[config.mk]
export PLATFORM = sky130hd
export DESIGN_NAME = sha_2_msg_padder
export DESIGN_NICKNAME = d
export VERILOG_FILES = /design/src/rtl/sha_2_msg_padder.sv
export SDC_FILE = /design/constraint.sdc
export NUM_CORES = 1
export LEC_CHECK = 0
export CAP_MARGIN = 0
export CORE_AREA = 3 3 242 244
export CTS_CLUSTER_SIZE = 24
export DETAILED_ROUTE_END_ITERATION = 6
export DIE_AREA = 0 0 245 247
export GPL_TIMING_DRIVEN = 1
export HOLD_SLACK_MARGIN = 0.15
export PLACE_DENSITY = 0.77
export SLEW_MARGIN = 20
export SYNTH_ARGS = -nofsm -noshare
export SYNTH_HDL_FRONTEND = slang
export SYNTH_SLANG_ARGS = --single-unit
export TNS_END_PERCENT = 5
[constraint.sdc]
create_clock -name clk -period 8.6 [get_ports clk]
set_clock_uncertainty 0.15 [all_clocks]
set_input_delay 1.72 -clock clk [delete_from_list [all_inputs] [get_ports clk]]
set_output_delay 1.72 -clock clk [all_outputs]
set_load 0.01 [all_outputs]
[src/rtl/sha_2_msg_padder.sv]
// SHA-2 message padder: packs 32-bit words into 512-bit blocks, appends the 0x80 marker,
// zero fill and 64-bit bit-length, and hands blocks to the engine over valid/ready.
module sha_2_msg_padder #(
    parameter int unsigned LEN_W = 64
) (
    input  logic             clk,
    input  logic             nrst,
    input  logic [LEN_W-1:0] cfg_size,
    input  logic             cfg_valid,
    output logic             cfg_ready,
    input  logic [31:0]      word_in,
    input  logic             word_in_valid,
    output logic             word_in_ready,
    output logic [511:0]     data_out,
    output logic             data_out_valid,
    input  logic             data_out_ready,
    output logic             data_out_last
);

    localparam int unsigned WORD_W  = 32;
    localparam int unsigned N_WORDS = 16;
    localparam int unsigned IDX_W   = 5;
    localparam int unsigned LEN_FW  = 64;
    localparam int unsigned WL_W    = 59;
    localparam logic [WORD_W-1:0] MARKER = 32'h8000_0000;

    typedef enum logic [1:0] {
        S_IDLE,
        S_LOAD,
        S_PAD,
        S_EMIT
    } state_t;

    state_t                               state_q, state_d;
    logic [0:N_WORDS-1][WORD_W-1:0]       blk_q, blk_d;
    logic [IDX_W-1:0]                     idx_q, idx_d;
    logic [WL_W-1:0]                      words_left_q, words_left_d;
    logic [LEN_FW-1:0]                    len_q, len_d;
    logic                                 pad_placed_q, pad_placed_d;
    logic                                 final_blk_q, final_blk_d;
    logic                                 cfg_ready_q, word_in_ready_q, data_out_valid_q;

    // Low five size bits are ignored: messages are word granular.
    logic unused_size_lsbs;
    assign unused_size_lsbs = ^cfg_size[4:0];

    // State register and registered handshake outputs.
    always_ff @(posedge clk or negedge nrst) begin
        if (!nrst) begin
            state_q          <= S_IDLE;
            blk_q            <= '0;
            idx_q            <= '0;
            words_left_q     <= '0;
            len_q            <= '0;
            pad_placed_q     <= 1'b0;
            final_blk_q      <= 1'b0;
            cfg_ready_q      <= 1'b1;
            word_in_ready_q  <= 1'b0;
            data_out_valid_q <= 1'b0;
        end else begin
            state_q          <= state_d;
            blk_q            <= blk_d;
            idx_q            <= idx_d;
            words_left_q     <= words_left_d;
            len_q            <= len_d;
            pad_placed_q     <= pad_placed_d;
            final_blk_q      <= final_blk_d;
            cfg_ready_q      <= (state_d == S_IDLE);
            word_in_ready_q  <= (state_d == S_LOAD);
            data_out_valid_q <= (state_d == S_EMIT);
        end
    end

    // Next-state and datapath.
    always_comb begin
        state_d      = state_q;
        blk_d        = blk_q;
        idx_d        = idx_q;
        words_left_d = words_left_q;
        len_d        = len_q;
        pad_placed_d = pad_placed_q;
        final_blk_d  = final_blk_q;

        case (state_q)
            S_IDLE: begin
                if (cfg_valid && cfg_ready_q) begin
                    len_d        = LEN_FW'({cfg_size[LEN_W-1:5], 5'b0});
                    words_left_d = len_d[LEN_FW-1:5];
                    idx_d        = '0;
                    pad_placed_d = 1'b0;
                    final_blk_d  = 1'b0;
                    state_d      = (words_left_d == '0) ? S_PAD : S_LOAD;
                end
            end
            S_LOAD: begin
                if (word_in_valid && word_in_ready_q) begin
                    blk_d[idx_q[3:0]] = word_in;
                    idx_d             = idx_q + IDX_W'(1);
                    words_left_d      = words_left_q - WL_W'(1);
                    if (idx_d == IDX_W'(N_WORDS)) begin
                        state_d     = S_EMIT;
                        final_blk_d = 1'b0;
                    end else if (words_left_d == '0) begin
                        state_d = S_PAD;
                    end
                end
            end
            S_PAD: begin
                if (!pad_placed_q) begin
                    blk_d[idx_q[3:0]] = MARKER;
                    for (int unsigned i = 0; i < N_WORDS; i++) begin
                        if (i > 32'(idx_q)) blk_d[4'(i)] = '0;
                    end
                    if (idx_q <= IDX_W'(13)) begin
                        blk_d[14]   = len_q[63:32];
                        blk_d[15]   = len_q[31:0];
                        final_blk_d = 1'b1;
                    end else begin
                        pad_placed_d = 1'b1;
                        final_blk_d  = 1'b0;
                    end
                end else begin
                    // Marker already went out in the previous block: length-only block.
                    for (int unsigned i = 0; i < 14; i++) blk_d[4'(i)] = '0;
                    blk_d[14]   = len_q[63:32];
                    blk_d[15]   = len_q[31:0];
                    final_blk_d = 1'b1;
                end
                state_d = S_EMIT;
            end
            S_EMIT: begin
                if (data_out_valid_q && data_out_ready) begin
                    blk_d = '0;
                    idx_d = '0;
                    if (final_blk_q) begin
                        final_blk_d = 1'b0;
                        state_d     = S_IDLE;
                    end else if (words_left_q != '0) begin
                        state_d = S_LOAD;
                    end else begin
                        state_d = S_PAD;
                    end
                end
            end
            default: state_d = S_IDLE;
        endcase
    end

    assign cfg_ready      = cfg_ready_q;
    assign word_in_ready  = word_in_ready_q;
    assign data_out_valid = data_out_valid_q;
    assign data_out       = blk_q;
    assign data_out_last  = final_blk_q;

endmodule

# --- Word-level counts from Yosys, hierarchy flattened ---
# Cells that the tools add are included.
classes:
  eq_ne: 10
  mux: 49
  order_cmp: 18
  reduce_logical: 19
  bitwise: 4
  add_sub_neg: 2
ops:
  columns: ["cell", "n"]
  rows:
  - ["$mux W512", 3]
  - ["$pmux W512 S3", 1]
  - ["$bwmux W512", 1]
  - ["$mux W32", 16]
  - ["$and A496 B496 Y496", 1]
  - ["$not A496 Y496", 1]
  - ["$demux W32 S4", 1]
  - ["$logic_not A59 Y1", 2]
  - ["$mux W59", 2]
  - ["$pmux W59 S2", 1]
  - ["$mux W64", 1]
  - ["$reduce_bool A59 Y1", 1]
  - ["$sub A59 B1 Y59 const B", 1]
  - ["$gt A4 B5 Y1 const A", 8]
  - ["$gt A3 B5 Y1 const A", 4]
  - ["$mux W2", 8]
  - ["$or A16 B16 Y16", 1]
  - ["$mux W5", 3]
  - ["$pmux W5 S3", 1]
  - ["$gt A2 B5 Y1 const A", 2]
  - ["$mux W1", 8]
  - ["$ne A2 B2 Y1 const B", 4]
  - ["$pmux W2 S4", 1]
  - ["$reduce_and A4 Y1", 2]
  - ["other kinds (17)", 28]
totals:
  elab_cells: 127
  in_bits: 101
  out_inout_bits: 516
  ff_bits: 642

# --- Logic depth before layout (Yosys ltp) ---
logic_depth:
  ltp_word: 11
  depth_mapped: 11
  ltp_nobuf: 10

# --- Worst setup path after synthesis ---
# OpenSTA, ideal clock, no wires.
synth_path:
  path_type: "input -> register"
  start: "input word_in_valid"
  end: "register (tool-made name)"
  setup_ns: 0.141
  slack_ns: 4.592
  t_required_ns: 8.309
  path_stages: 7
  t_arrival_ns: 3.717
  path_buffers: 1
  cell_sequence: "nand2_1 o211ai_1 o21a_1 nand2_1 a221oi_1 clkbuf_1 o22ai_1"
synth_lines:
  columns: ["element", "line_no", "source"]
  rows:
  - ["start, declared", "12", "input logic word_in_valid,"]

==> impl_metrics.toml <==
[status]
status = "finished, final reports clean"

[pwr]
p_leak_nw = 15.95
internal-power_w = 0.006682
pwr-share-comb_pct = 35.0
ir_drop_mv = 0.2259
seqPwrFrac_pct = 36.7
power.density_mw_per_mm2 = 299.3
p_clk_share_pct = 28.3
swShare_pct = 39.23
p_sw_w = 0.004313

[cts]
postCtsResizedCells = 0
path_clk_slew_ns = 0.06
cts_num_sinks = 642
insertion_delay_ns = 0.61
post_cts_buffers = 0
cts.root.buffer_cell = "clkbuf_16"
hold_buffers = 0
htree_num_levels = 3
cts_tree = "built"
clock_path_buffers = 3
numCtsBuffers = 67

[sta]
tns_ns = 0
finalHoldViolCount = 0
tightest_slew_ns = 1.179
fmaxAchievable_mhz = 182.6
timing.final.max_slew_violations = 0
rsz0062_at_grt = "no"
slew_headroom_pct = 21.03
finalSetupViolCount = 0
finalCriticalPeriod_ns = 5.478
period_share_pct = 63.69

[synthesis]
ys_seq_area_share_pct = 58.43
ys_ff_latch = 642
syn_nets = 2796
synth_top_cell_by_area = "dfrtp_1"
async_flop_share_pct = 100.0
synth_edf_count = 0
syn_area_per_cell_um2 = 10.23
ys_top_cells_by_count = "dfrtp_1 (641), nand2_1 (365), a22o_1 (318), nor2_1 (243), clkbuf_1 (232)"
synth_cells = 2688
syn-cell-area_mm2 = 0.02750
synth_cell_type_count = 64
synth_top_area_share_pct = 58.34
ys_warn_count = 0
synth_most_common_cell = "dfrtp_1"
synth_ff_type = "dfrtp_1"
synth_area_leaders = "dfrtp_1 (58%), a22o_1 (10%), nand2_1 (5.0%)"

[floorplan]
die_h_um = 247
io_pins = 617
dieArea_mm2 = 0.06052
row_count = 87
fp.dieW_um = 245
start_util_pct = 48.67
core_area_mm2 = 0.05650

[flow_run]
drv_cap = 0

[placed_design]
place_inst = 3862
port_buffers = 611
place.gp.congestion = 0.9771
place.detailed.hpwl_um = 79540

[finish]
nFillCells = 4335
final_cells = 3991
synthToLayoutAreaGrowth_pct = 33.58
final_nets = 3283
drive_above_1_share_pct = 7.497

[grt]
grt_pass1_wl_um = 164700
antenna_found_initial = 10
grt_max_degree = 147
overflow = 0
first_global_vias = 23819
track_usage_pct = 36.77

[detailed_routing]
wl_per_cell_um = 28.72
drtAntennaViolNets = 0
viasPerCell = 6.395
num_vias = 25521
drcViolationCount = 0
totalWireLength_um = 114600
firstDrtPassIters = 6
dr.first_iter.drc_count = 3258

[setup_path]
arrival_ns = 5.81
path_class = "primary input to register"
worstPathRequired_ns = 8.93
cp-end-kind = "register"
crit_fanout = 53
crit_path_start_kind = "primary input"

[min_path]
hp-class = "register to register"
-- logic make-up (layout without fill, tap and decap cells) --
kind of cell               Yosys count  after routing  share of synthesized area, %
AOI/OAI and AO/OA                  845            845                         21.76
and+or+nand+nor                    896            896                         14.94
xor gates and xnor gates            21             21                        0.6689
other                                0              7                             0
buffers and inverters              275            815                         3.804
adders and majority gates            7              7                        0.3185
DFF                                642            642                         58.43
muxes                                2              2                       0.07281
-- layer usage --
layer | track usage [%] | part of all wire [%] | up-vias
met1 | 47.32 | 37 | 12755
met2 | 58.38 | 47 | 1769
met4 | 20.06 | 6.0 | 4
met5 | 0 | 0.019 | -
met3 | 8.024 | 11 | 338
li1 | - | - | 10655
-- cells in the final DEF (no fill, tap or decap), drive strengths merged, types with 14 or more instances in the layout --
master         count
o21ai            141
nand2            365
a22oi             68
nor4              50
a21oi            153
clkbuf            93
inv               27
dfrtp            641
a22o             318
clkdlybuf4s50    610
nand3             26
buf               59
clkinv            14
o22a              14
nand4             16
and2              26
nand2b            35
o22ai             72
nor2b             36
nor2             243
xnor2             17
nor3              38
-- area by class of cell --
cell class	count	area [µm²]	share of cell area (%)
diodes	7	17.52	0.04769
clock buffers	93	1917	5.219
clock inverters	29	426.7	1.162
inverters	24	90.09	0.2453
multi-input cells	1771	10650	29.00
flip-flops and latches	642	16070	43.75
well taps	756	945.9	2.575
repair buffers	669	6614	18.01
-- path summary, 6_finish.rpt --
path / from / to / slack (ns) / cells after the start
worst max register to register: words_left_q[23] / state_q[0] / 4.00 / 8
min in group asynchronous: nrst / asynchronous set/reset pin / 1.01 / 1
worst min-delay path: len_q[43] / len_q[43] / 0.33 / 2
max in group asynchronous: nrst / asynchronous set/reset pin / 5.82 / 2
worst max-delay path: word_in_valid / register / 3.12 / 9
worst min register to register: len_q[43] / len_q[43] / 0.33 / 2
-- per-stage QoR --
stage	power (W)	utilization, %	setup slack (ns)	cell area, µm²	hold WS (ns)
detailed placement	0.007804	60.81	2.695	34350	0.3133
floorplan	0.006008	-	4.592	27500	0.2961
CTS	0.01091	64.95	3.282	36700	0.3269
finish	0.01099	65.01	3.122	36730	0.3264
global route	0.01141	65.01	2.893	36730	0.3452
global placement	0.007689	60.76	2.805	34330	0.3111
-- worst max-delay path: stages --
cell	delay [ns]
clkdlybuf4s50_1	0.62
nand2_1	0.15
o211ai_1	0.44
o21a_1	0.73
nand2_2	0.80
a221oi_4	0.51
buf_4	0.40
nor2_1	0.19
a22o_1	0.23
-- power by group through the flow --
stage,Sequential [W],Combinational [W],Clock [W]
CTS,0.00401,0.00377,0.00313
global route,0.00408,0.00407,0.00326
finish,0.00403,0.00385,0.00311
floorplan,0.00396,0.00205,0
detailed placement,0.00406,0.00375,0
global placement,0.00403,0.00366,0
Power figures use the tool's default switching activity.
